[src/rtl/wgt_stream_writer.sv]
// Weight stream writer: packs IN_BYTES-wide DMA beats into TN-byte rows and writes
// them into the ping-pong weight SRAM, handing each filled bank to the consumer.
module wgt_stream_writer #(
  parameter int TN         = 14,
  parameter int ADDR_WIDTH = 7,
  parameter int IN_BYTES   = 4
) (
  input  logic                  clk,
  input  logic                  rst,
  input  logic                  cfg_start,
  input  logic [ADDR_WIDTH:0]   cfg_rows,
  input  logic                  s_valid,
  output logic                  s_ready,
  input  logic [IN_BYTES*8-1:0] s_data,
  output logic                  we,
  output logic [ADDR_WIDTH-1:0] waddr,
  output logic [TN*8-1:0]       wdata,
  output logic                  bank_sel_wr,
  output logic [1:0]            bank_full,
  input  logic [1:0]            bank_release,
  output logic                  busy,
  output logic                  done,
  output logic                  err
);
  // state    | meaning
  // S_IDLE   | waiting for cfg_start
  // S_WAIT   | tile accepted, target bank still owned by the consumer
  // S_FILL   | accepting beats and emitting rows
  // S_FINISH | last row written, hand the bank to the consumer

  localparam int ACC_BYTES = TN + IN_BYTES - 1;
  localparam int ACC_W     = ACC_BYTES * 8;
  localparam int CW        = $clog2(ACC_BYTES + 1);
  localparam int BR_W      = $clog2((2 ** ADDR_WIDTH) * TN + 1);

  localparam logic [CW-1:0]       TN_C    = CW'(TN);
  localparam logic [CW-1:0]       IN_C    = CW'(IN_BYTES);
  localparam logic [CW-1:0]       CAP_C   = CW'(ACC_BYTES);
  localparam logic [BR_W-1:0]     IN_BR   = BR_W'(IN_BYTES);
  localparam logic [ADDR_WIDTH:0] DEPTH_R = {1'b1, {ADDR_WIDTH{1'b0}}};
  localparam logic [ADDR_WIDTH:0] ONE_R   = {{ADDR_WIDTH{1'b0}}, 1'b1};

  localparam logic [1:0] S_IDLE   = 2'd0;
  localparam logic [1:0] S_WAIT   = 2'd1;
  localparam logic [1:0] S_FILL   = 2'd2;
  localparam logic [1:0] S_FINISH = 2'd3;

  logic [1:0]            state;
  logic                  wr_bank;
  logic [ADDR_WIDTH:0]   rows;
  logic [ADDR_WIDTH:0]   row_cnt;
  logic [BR_W-1:0]       bytes_rem;
  logic [CW-1:0]         acc_cnt;
  logic [ACC_W-1:0]      acc;

  logic                  row_rdy;
  logic                  accept;
  logic                  cfg_legal;
  logic                  last_row;
  logic [CW-1:0]         take_n;
  logic [IN_BYTES*8-1:0] beat_masked;
  logic [ACC_W-1:0]      acc_ins;
  logic [1:0]            full_set;

  // Bytes past the end of the tile are zeroed so they never reach the accumulator.
  always_comb begin
    row_rdy     = (acc_cnt >= TN_C);
    take_n      = (bytes_rem < IN_BR) ? CW'(bytes_rem) : IN_C;
    beat_masked = '0;
    for (int i = 0; i < IN_BYTES; i++) begin
      if (CW'(i) < take_n) beat_masked[8*i +: 8] = s_data[8*i +: 8];
    end
    acc_ins   = ACC_W'(beat_masked) << {acc_cnt, 3'b000};
    cfg_legal = (cfg_rows != '0) && (cfg_rows <= DEPTH_R);
    last_row  = (row_cnt == rows - ONE_R);
    full_set  = (state == S_FINISH) ? (wr_bank ? 2'b10 : 2'b01) : 2'b00;
  end

  assign s_ready = (state == S_FILL) && !row_rdy && (bytes_rem != '0);
  assign accept  = s_valid && s_ready;

  always_ff @(posedge clk) begin
    if (rst) begin
      state       <= S_IDLE;
      wr_bank     <= 1'b0;
      rows        <= '0;
      row_cnt     <= '0;
      bytes_rem   <= '0;
      acc_cnt     <= '0;
      acc         <= '0;
      we          <= 1'b0;
      waddr       <= '0;
      wdata       <= '0;
      bank_sel_wr <= 1'b0;
      bank_full   <= 2'b00;
      busy        <= 1'b0;
      done        <= 1'b0;
      err         <= 1'b0;
    end else begin
      we        <= 1'b0;
      done      <= 1'b0;
      err       <= 1'b0;
      // a set in the same cycle as a release of that bank wins
      bank_full <= (bank_full & ~bank_release) | full_set;
      case (state)
        S_IDLE: begin
          if (cfg_start) begin
            if (cfg_legal) begin
              rows      <= cfg_rows;
              bytes_rem <= BR_W'(cfg_rows) * BR_W'(TN);
              row_cnt   <= '0;
              acc_cnt   <= '0;
              acc       <= '0;
              busy      <= 1'b1;
              state     <= S_WAIT;
            end else begin
              done <= 1'b1;
              err  <= 1'b1;
            end
          end
        end
        S_WAIT: begin
          if (!bank_full[wr_bank]) state <= S_FILL;
        end
        S_FILL: begin
          if (row_rdy) begin
            we          <= 1'b1;
            waddr       <= row_cnt[ADDR_WIDTH-1:0];
            bank_sel_wr <= wr_bank;
            wdata       <= acc[TN*8-1:0];
            acc         <= acc >> (TN * 8);
            acc_cnt     <= acc_cnt - TN_C;
            row_cnt     <= row_cnt + ONE_R;
            if (last_row) state <= S_FINISH;
          end else if (accept) begin
            acc       <= acc | acc_ins;
            acc_cnt   <= acc_cnt + take_n;
            bytes_rem <= bytes_rem - BR_W'(take_n);
          end
        end
        S_FINISH: begin
          done    <= 1'b1;
          busy    <= 1'b0;
          wr_bank <= ~wr_bank;
          state   <= S_IDLE;
        end
        default: state <= S_IDLE;
      endcase
    end
  end

  a_acc_cap: assert property (@(posedge clk) disable iff (rst) acc_cnt <= CAP_C);

endmodule

[config.mk]
export PLATFORM = sky130hd
export DESIGN_NAME = wgt_stream_writer
export DESIGN_NICKNAME = d
export VERILOG_FILES = /design/src/rtl/wgt_stream_writer.sv
export SDC_FILE = /design/constraint.sdc
export NUM_CORES = 1
export LEC_CHECK = 0
export ABC_AREA = 1
export CAP_MARGIN = 20
export CORE_MARGIN = 2
export CORE_UTILIZATION = 50
export CTS_CLUSTER_SIZE = 40
export DETAILED_ROUTE_END_ITERATION = 12
export MAX_ROUTING_LAYER = met4
export PLACE_DENSITY = 0.73
export SYNTH_ARGS = -nofsm -noshare
export SYNTH_HDL_FRONTEND = slang
export SYNTH_SLANG_ARGS = --single-unit
export TNS_END_PERCENT = 30
[constraint.sdc]
create_clock -name clk -period 5.3 [get_ports clk]
set_input_delay 1.06 -clock clk [delete_from_list [all_inputs] [get_ports clk]]
set_output_delay 1.06 -clock clk [all_outputs]
set_load 0.02 [all_outputs]
==> results of run 1 <==
## placed cells by master, fill, tap and decap left out, types with 5 or more instances in the layout
| master | netlist | layout |
|---|---|---|
| nand3_1 | 188 | 188 |
| o21ai_0 | 202 | 202 |
| nor3_1 | 5 | 5 |
| ha_1 | 25 | 25 |
| nand2_2 | 4 | 5 |
| o22ai_1 | 10 | 10 |
| a211oi_1 | 5 | 5 |
| a21oi_1 | 197 | 197 |
| clkinv_2 | 0 | 7 |
| clkbuf_16 | 0 | 31 |
| buf_4 | 9 | 11 |
| nand4_1 | 32 | 32 |
| dfxtp_1 | 297 | 296 |
| nand2_4 | 4 | 5 |
| nand2_1 | 227 | 225 |
| inv_2 | 7 | 6 |
| clkbuf_1 | 61 | 10 |
| inv_1 | 112 | 111 |
| fa_1 | 8 | 8 |
| nor2_2 | 5 | 5 |
| o21ai_1 | 12 | 12 |
| clkdlybuf4s50_1 | 0 | 172 |
| or2_2 | 5 | 5 |
| nand3_2 | 7 | 7 |
| bufinv_16 | 0 | 5 |
| xor2_1 | 12 | 12 |
| nor2_1 | 388 | 388 |
## critical path, stage by stage, from the launching register on
cell and delay (ns):
dfxtp_1 0.33, inv_1 0.10, ha_1 0.76, nand3_2 0.49, a21oi_1 0.36, clkdlybuf4s50_1 0.66
## path summary, 6_finish.rpt
check        startpoint         to  slack (ns)  depth (start not counted)
min reg2reg     acc[80]  wdata[80]        0.45                          2
min             acc[80]  wdata[80]        0.45                          2
max reg2reg    state[0]   acc[109]        2.12                          7
max            state[0]    s_ready        0.99                          5
## layout make-up
type,instances,area (sq um)
clock buffers,44,855
inverters,123,468
flip-flops and latches,297,5950
repair buffers,186,1860
clock inverters,11,180
fillers,2446,10500
well taps,341,427
multi-input cells,1367,6720
## power groups by stage
stage	sequential, W	clock [W]	combinational (W)
after floorplan	0.00288	0	0.00245
after global placement	0.00280	0	0.00354
after detailed placement	0.00280	0	0.00358
after CTS	0.00276	0.00225	0.00360
after global routing	0.00280	0.00234	0.00404
final	0.00276	0.00223	0.00367
## registers in the layout, summed over array words and instances, names as in the netlist
register	count
waddr	7
err	1
row_cnt	8
state	2
bank_full	2
acc_cnt	5
done	1
we	1
bytes_rem	11
bank_sel_wr	1
rows	8
acc	136
wdata	112
wr_bank	1
busy	1
## layer usage
metal	vias to the layer above	wire length, um	GRT usage [%]
li1	6498	-	-
met4	0	1060	7.66
met1	6161	18400	39.1
met2	513	18600	44.7
met3	67	2960	4.57
met5	-	0	-
## kinds of logic (layout without fill, tap and decap cells)
group	after synthesis	in the layout	synth area share (%)
and+or+nand+nor	878	878	27.9
AOI/OAI and AO/OA	438	438	16.5
DFF	297	297	43.4
buffers and inverters	249	364	7.64
adders and majority gates	33	33	3.45
xor gates and xnor gates	16	16	1.02
other	2	2	0.0548
## metrics by stage
step	util (%)	worst slack (ns)	total power (W)	hold slack [ns]	std cells
finish	61.1	0.987	0.00867	0.454	2369
global route	61.1	0.857	0.00918	0.476	2369
CTS	61.0	0.998	0.00860	0.453	2368
detailed placement	57.2	1.24	0.00638	0.443	2313
global placement	57.2	1.34	0.00634	0.440	2313
floorplan	-	2.26	0.00533	0.421	1913
==> impl_results.md, run 1 <==
* Outcome: complete, no violations
* Largest net degree at the start of global routing at 96
* Clk pin slew, worst setup/hold paths at 0.06 ns
* Skew-Pair Late Insertion Delay at 0.56 ns
* Fin area at 0.0165 sq mm
* Post-DR wirelength/cell at 17.4 um
* Routed Antenna Nets at 0
* Post-synth EDFFs at 0
* Die width at 170 um
* Internal at 0.00499 W
* Yosys reg bits at 297
* CTS tree: done
* Via density per instance at 5.59
* Gate Count Post-Synth at 1913
* Worst Max-Slew Pin Slew at 1.06 ns
* Dominant cell type by area after synthesis: dfxtp_1
* Number of distinct library cells after synthesis at 44
* TritonCTS Sinks at 297
* Initial antenna violation count at 0
* Cts bufs inserted at 30
* Psw at 0.00367 W
* Max Slew Vio Count at 0
* F_max at 232 MHz
* Total Routed Length at 41100 um
* Detail Placement HPWL at 28800 um
* Relative slew slack at 29.5%
* Seq/Total Area, Yosys at 43.4%
* Synth area leaders: dfxtp_1, nor2_1, o21ai_0
* Die footprint at 0.0287 sq mm
* Area of placed instances at 0.0154 sq mm
* PostCTS Resize Cnt at 0
* Gr ovfl total at 0
* CP endpoint kind: output port
* 1st-iter DRT viols at 1404
* Final hold vios at 0
* Mapped Area at 0.0137 sq mm
* Root Buffer: clkbuf_16
* Crit path time final at 4.31 ns
* Drt pass-1 iters at 6
* Pwr per Cell Area at 526 mW/mm^2
* Switching part of the total at 42.4%
* Lkg Pwr at 6.48 nW
* Fin Setup TNS at 0 ns
* Maximum root-to-sink buffer count at 3
* Initial Utilization at 50.8%
* Antenna fix cells at 0
* Post CTS Setup Buffer Count at 0
* # rows at 60
* Reg power frac at 31.9%
* WP data arrival at 3.25 ns
* All-Layer GR Usage at 28.8%
* Port Buffers at 172
* Worst Clk Skew at 0.0176 ns
* # hold bufs at CTS at 0
* Number of global-route vias before repair at 11911
* Nets at 2084
* Die height at 170 um
* Crit Path Max Fanout at 22
* RSZ-0062 raised after global routing: false
* Max IR drop VDD at 0.349 mV
* Synth top cells by count: nor2_1, dfxtp_1, nand2_1, o21ai_0, a21oi_1
* GP Congestion at 0.963
* Synth top area share at 43.4%
* DRC errors left at 0
* Layout area overhead at 20.1%
* # Max-Cap Violations at 0
* Worst path required time at 4.24 ns
* Final setup violation count at 0
* Startpoint Class: register
* First-pass GRT wire length at 64500 um
* # IOs at 173
* Async SR Flop Fraction at 0%
* WS Path Type: reg -> out
* Syn Area/Cell at 7.16 sq um
* Fin crit share at 81.4%
* Core area at 0.0270 sq mm
* Vias at 13239
* Top_reg_cell synth: dfxtp_1
* Combinational share of power at 42.4%
* CTS H-tree lvls at 1
* Yosys warns at 0
* Syn Nets at 1992
* Clock share of power at 25.7%
* Share of cells above drive strength 1 at 5.33%
* Most frequent cell after synthesis: nor2_1
* Hold WC Path Type: reg -> reg
Note: power is estimated with default switching activity, not from simulation.
==> inputs of run 2 (changes only) <==
==> constraint.sdc (replaced) <==
create_clock -name clk -period 4 [get_ports clk]
set_input_delay 0.8 -clock clk [delete_from_list [all_inputs] [get_ports clk]]
set_output_delay 0.8 -clock clk [all_outputs]
set_load 0.02 [all_outputs]
==> run 2 against run 1 <==
  * Via count about the same
  * Clock power grew 31%
  * Final cell count is 0.30% higher
  * Critical path depth rose by 1
  * Worst setup slack worse by 0.36 ns
  * Combinational power rose by 34%
==> impl_results.md, run 2 (synthesis results as in run 1) <==
* Worst Clk Skew at 0.0135 ns
* PostCTS Resize Cnt at 0
* Pwr per Cell Area at 696 mW/mm^2
* Clk pin slew, worst setup/hold paths at 0.06 ns
* Hold WC Path Type: reg -> reg
* Crit path time final at 3.37 ns
* Worst Hold Depth at 2
* Post-DR wirelength/cell at 17.4 um
* Internal at 0.00658 W
* 1st-iter DRT viols at 1479
* Crit Path Max Fanout at 22
* DRC errors left at 0
* Final hold vios at 0
* Worst Max-Slew Pin Slew at 1.05 ns
* Share of cells above drive strength 1 at 5.90%
* # rows at 60
* Reg power frac at 32.0%
* Number of global-route vias before repair at 12090
* F_max at 297 MHz
* Die width at 170 um
* # Max-Cap Violations at 0
* Switching part of the total at 42.8%
* Layout area overhead at 20.6%
* R2r startpoint: acc_cnt[2]
* Drt pass-1 iters at 5
* Max IR drop VDD at 0.488 mV
* Port Buffers at 172
* Vias at 13246
* WS Path Type: reg -> out
* R2R setup slack at 1.24 ns
* Routed Antenna Nets at 0
* Final core utilization at 61.3%
* Skew-Pair Late Insertion Delay at 0.56 ns
* Antenna fix cells at 0
* Maximum root-to-sink buffer count at 3
* CTS H-tree lvls at 1
* Most common cell after layout, fill and taps aside: nor2_1
* Core area at 0.0270 sq mm
* Fin Setup TNS at 0 ns
* Tot Pwr at 0.0115 W
* # IOs at 173
* Hold Path End: acc[4]
* Fin crit share at 84.2%
* Root Buffer: clkbuf_16
* Fill cell count at 2531
* Total Routed Length at 41400 um
* GP Congestion at 0.987
* Die footprint at 0.0287 sq mm
* Final Instance Count excl. Fillers at 2376
* First-pass GRT wire length at 65400 um
* Relative slew slack at 29.6%
* CTS tree: done
* Cts bufs inserted at 30
* Initial Utilization at 50.8%
* WP data arrival at 2.57 ns
* Outcome: complete, no violations
* Biggest regs: acc x136, wdata x112, bytes_rem x11
* Gr ovfl total at 0
* Nets at 2090
* Final setup violation count at 0
* Startpoint of the worst hold path: acc[4]
* Combinational share of power at 42.7%
* Worst path required time at 3.20 ns
* Worst R2R Path Depth at 7
* Largest net degree at the start of global routing at 128
* Max Slew Vio Count at 0
* Dpl cells at 2320
* CP endpoint kind: output port
* Via density per instance at 5.57
* Post CTS Setup Buffer Count at 0
* Max reg flops at 136
* All-Layer GR Usage at 29.1%
* Clock share of power at 25.4%
* Most frequent cells in the layout: nor2_1, dfxtp_1, nand2_1
* Initial antenna violation count at 0
* Top reg by flops: acc
* Hold slack at 0.451 ns
* RSZ-0062 raised after global routing: false
* # hold bufs at CTS at 0
* TritonCTS Sinks at 297
* Detail Placement HPWL at 28700 um
* Lkg Pwr at 6.52 nW
* Psw at 0.00493 W
* Die height at 170 um
* Critical R2R Capture: wdata[55]
* Startpoint Class: register
[run 2: critical path, cell delays in order (launching register included)]
cell and delay, ns:
dfxtp_1 0.34, inv_1 0.11, ha_1 0.16, buf_4 0.27
nand3_2 0.23, a21oi_1 0.25, clkdlybuf4s50_1 0.65
[run 2: per-stage QoR]
step	setup WS (ns)	instance area, sq um
2_1_floorplan	1.22	13700
3_3_place_gp	0.507	15500
3_5_place_dp	0.490	15500
4_1_cts	0.637	16500
5_1_grt	0.537	16500
6_report	0.631	16500
[run 2: worst max path at each step]
stage / depth (start not counted) / slack, ns / endpoint / start
global route: 6 / 0.54 / s_ready / state[0]
floorplan: 12 / 1.22 / bytes_rem[9] / cfg_rows[0]
global placement: 10 / 0.51 / bytes_rem[8] / cfg_rows[3]
finish: 6 / 0.63 / s_ready / state[0]
CTS: 6 / 0.64 / s_ready / state[0]
detailed placement: 11 / 0.49 / acc[26] / cfg_rows[5]
[run 2: area by class of cell]
type                       instances  area (sq um)  area share, %
clock buffer                      43           891           5.39
clock inverter                    13           146          0.886
inverter                         123           468           2.83
multi-input combinational       1367          6720           40.7
sequential                       297          5950           36.0
tap                              341           427           2.58
timing repair buffer             192          1920           11.6
[run 2: power by group through the flow]
stage                     Combinational [W]  Sequential [W]  Clock, W
final                               0.00491         0.00368   0.00292
after detailed placement            0.00479         0.00373         0
after global placement              0.00473         0.00372         0
after global routing                0.00537         0.00372   0.00308
after CTS                           0.00482         0.00367   0.00295
after floorplan                     0.00324         0.00382         0
[run 2: routing by layer]
layer | wire length, um | track usage [%]
met5 | 0 | -
met2 | 18900 | 46.5
met3 | 2530 | 3.26
met1 | 19100 | 39.9
met4 | 900 | 6.84
==> inputs of run 3 (changes only) <==
==> constraint.sdc (replaced) <==
create_clock -name clk -period 3.1 [get_ports clk]
set_input_delay 0.62 -clock clk [delete_from_list [all_inputs] [get_ports clk]]
set_output_delay 0.62 -clock clk [all_outputs]
set_load 0.02 [all_outputs]
==> run 3 against run 2 <==
  * First-iteration DRC count is 11% higher
  * Utilization is 1.3 points higher
  * Clock skew is 0.0096 ns higher
  * Non-clock buffer count is 32 higher
  * Via count is 0.83% higher
  * Combinational power is 36% higher
  * Sequential share of layout area is 0.74 points lower
  * Worst hold slack hardly changed
  * Final area is 2.1% higher
  * Routed wire length is 0.28% lower
  * Critical endpoint unchanged
  * Highest routed layer unchanged
==> impl_results.md, run 3 (synthesis results as in run 1) <==
* Outcome: complete, no violations
* Worst Clk Skew at 0.0231 ns
* Relative slew slack at 38.2%
* 1st-iter DRT viols at 1639
* Routing usage on met2 at 45.8%
* # IOs at 173
* All-Layer GR Usage at 29.0%
* Die footprint at 0.0287 sq mm
* Critical path, cell by cell: ha_1, nand2_1, inv_1, nor2_2, nand3_2, a21oi_1, clkdlybuf4s50_1
* Drt pass-1 iters at 6
* Top delay family on crit path: buffers and inverters
* CP endpoint kind: output port
* DRC errors left at 0
* Vias at 13356
* Nets at 2122
* Clk pin slew, worst setup/hold paths at 0.06 ns
* Startpoint Class: register
* Fin Setup TNS at 0 ns
* Slowest stage delay, CP at 0.64 ns
* Cts bufs inserted at 30
* # hold bufs at CTS at 0
* Initial antenna violation count at 0
* F_max at 342 MHz
* GP Congestion at 0.989
* Grt met1 use at 39.9%
* Pwr per Cell Area at 902 mW/mm^2
* CTS H-tree lvls at 1
* Lkg Pwr at 6.71 nW
* Skew-Pair Late Insertion Delay at 0.56 ns
* PostCTS Resize Cnt at 0
* Max IR drop VDD at 0.516 mV
* Final core utilization at 62.6%
* WS Path Type: reg -> out
* Final setup violation count at 0
* Layout area overhead at 23.1%
* Maximum root-to-sink buffer count at 3
* Hold WC Path Type: reg -> reg
* Antenna fix cells at 0
* Die height at 170 um
* Crit Path Max Fanout at 4
* Worst Max-Slew Pin Slew at 0.917 ns
* Busiest grt layer: met2
* # Max-Cap Violations at 0
* Most frequent cells in the layout: nor2_1, dfxtp_1, nand2_1
* Gr ovfl total at 0
* Core area at 0.0270 sq mm
* First-pass GRT wire length at 65300 um
* Initial Utilization at 50.8%
* Via density per instance at 5.55
* Grt met3 use at 3.36%
* # rows at 60
* Detail Placement HPWL at 29800 um
* Worst path required time at 2.48 ns
* Routed Antenna Nets at 0
* Final Instance Count excl. Fillers at 2407
* Total Routed Length at 41300 um
* TritonCTS Sinks at 297
* Crit path buffers/inverters at 2
* Dpl cells at 2352
* Post-DR wirelength/cell at 17.1 um
* CTS tree: done
* Max reg flops at 136
* Slowest CP cell: clkdlybuf4s50_1
* Die width at 170 um
* RSZ-0062 raised after global routing: false
* Share of cells above drive strength 1 at 7.31%
* Port Buffers at 172
* Fin crit share at 94.2%
* Crit path time final at 2.92 ns
* Final hold vios at 0
* Post CTS Setup Buffer Count at 0
* Number of global-route vias before repair at 12268
* Top reg by flops: acc
* Largest net degree at the start of global routing at 81
* WP data arrival at 2.30 ns
* Root Buffer: clkbuf_16
* Max Slew Vio Count at 0
* Biggest regs: acc x136, wdata x112, bytes_rem x11
* Most common cell after layout, fill and taps aside: nor2_1
==> run 3: cell count changes in the layout (fill, tap and decap cells not counted) <==
| cell | change |
|---|---|
| buf_4 | +26 |
| clkinvlp_4 | +1 |
| clkinv_2 | -4 |
| clkbuf_8 | +1 |
| buf_12 | +6 |
| bufinv_16 | +1 |
==> run 3: final timing paths <==
check | startpoint | slack, ns | cells past startpoint | end
worst max-delay path | acc_cnt[2] | 0.18 | 7 | s_ready
worst min-delay path | acc[82] | 0.45 | 2 | wdata[82]
worst max register to register | bytes_rem[3] | 0.61 | 10 | acc[48]
worst min register to register | acc[82] | 0.45 | 2 | wdata[82]
==> run 3: power breakdown <==
| part | switching, W | internal (W) | total, W |
|---|---|---|---|
| registers | 0.000343 | 0.00436 | 0.00470 |
| clock network | 0.00150 | 0.00235 | 0.00385 |
| logic | 0.00457 | 0.00210 | 0.00667 |
| total | 0.00641 | 0.00880 | 0.0152 |
==> run 3: tightest hold or removal path, delay by kind of cell (launching register included) <==
| family | cells | cell delay [ns] |
|---|---|---|
| flops | 1 | 0.29 |
| buf+inv | 1 | 0.06 |
| compound gates | 1 | 0.06 |
==> run 3: routing by layer <==
metal  part of all wire [%]  wire, um  up-vias
met4                    2.6      1070        0
met3                    7.0      2900       76
met1                     45     18500     6170
met2                     46     18800      526
met5                      0         0        -
li1                       -         -     6584
==> run 3: per-stage QoR <==
stage	instance area (sq um)	total power, W	hold WS (ns)	setup slack (ns)
2_1_floorplan	13700	0.00911	0.421	0.502
3_3_place_gp	15800	0.0112	0.438	-0.0786
3_5_place_dp	15800	0.0113	0.438	-0.115
4_1_cts	16900	0.0152	0.452	0.162
5_1_grt	16900	0.0161	0.470	0.0811
6_report	16900	0.0152	0.451	0.179
==> run 3: layout make-up <==
cell class	instances	area, sq um
repair buffers	224	2240
fillers	2413	10100
well taps	341	427
flip-flops and latches	297	5950
inverters	123	468
clock buffers	44	905
clock inverters	11	164
multi-input cells	1367	6720
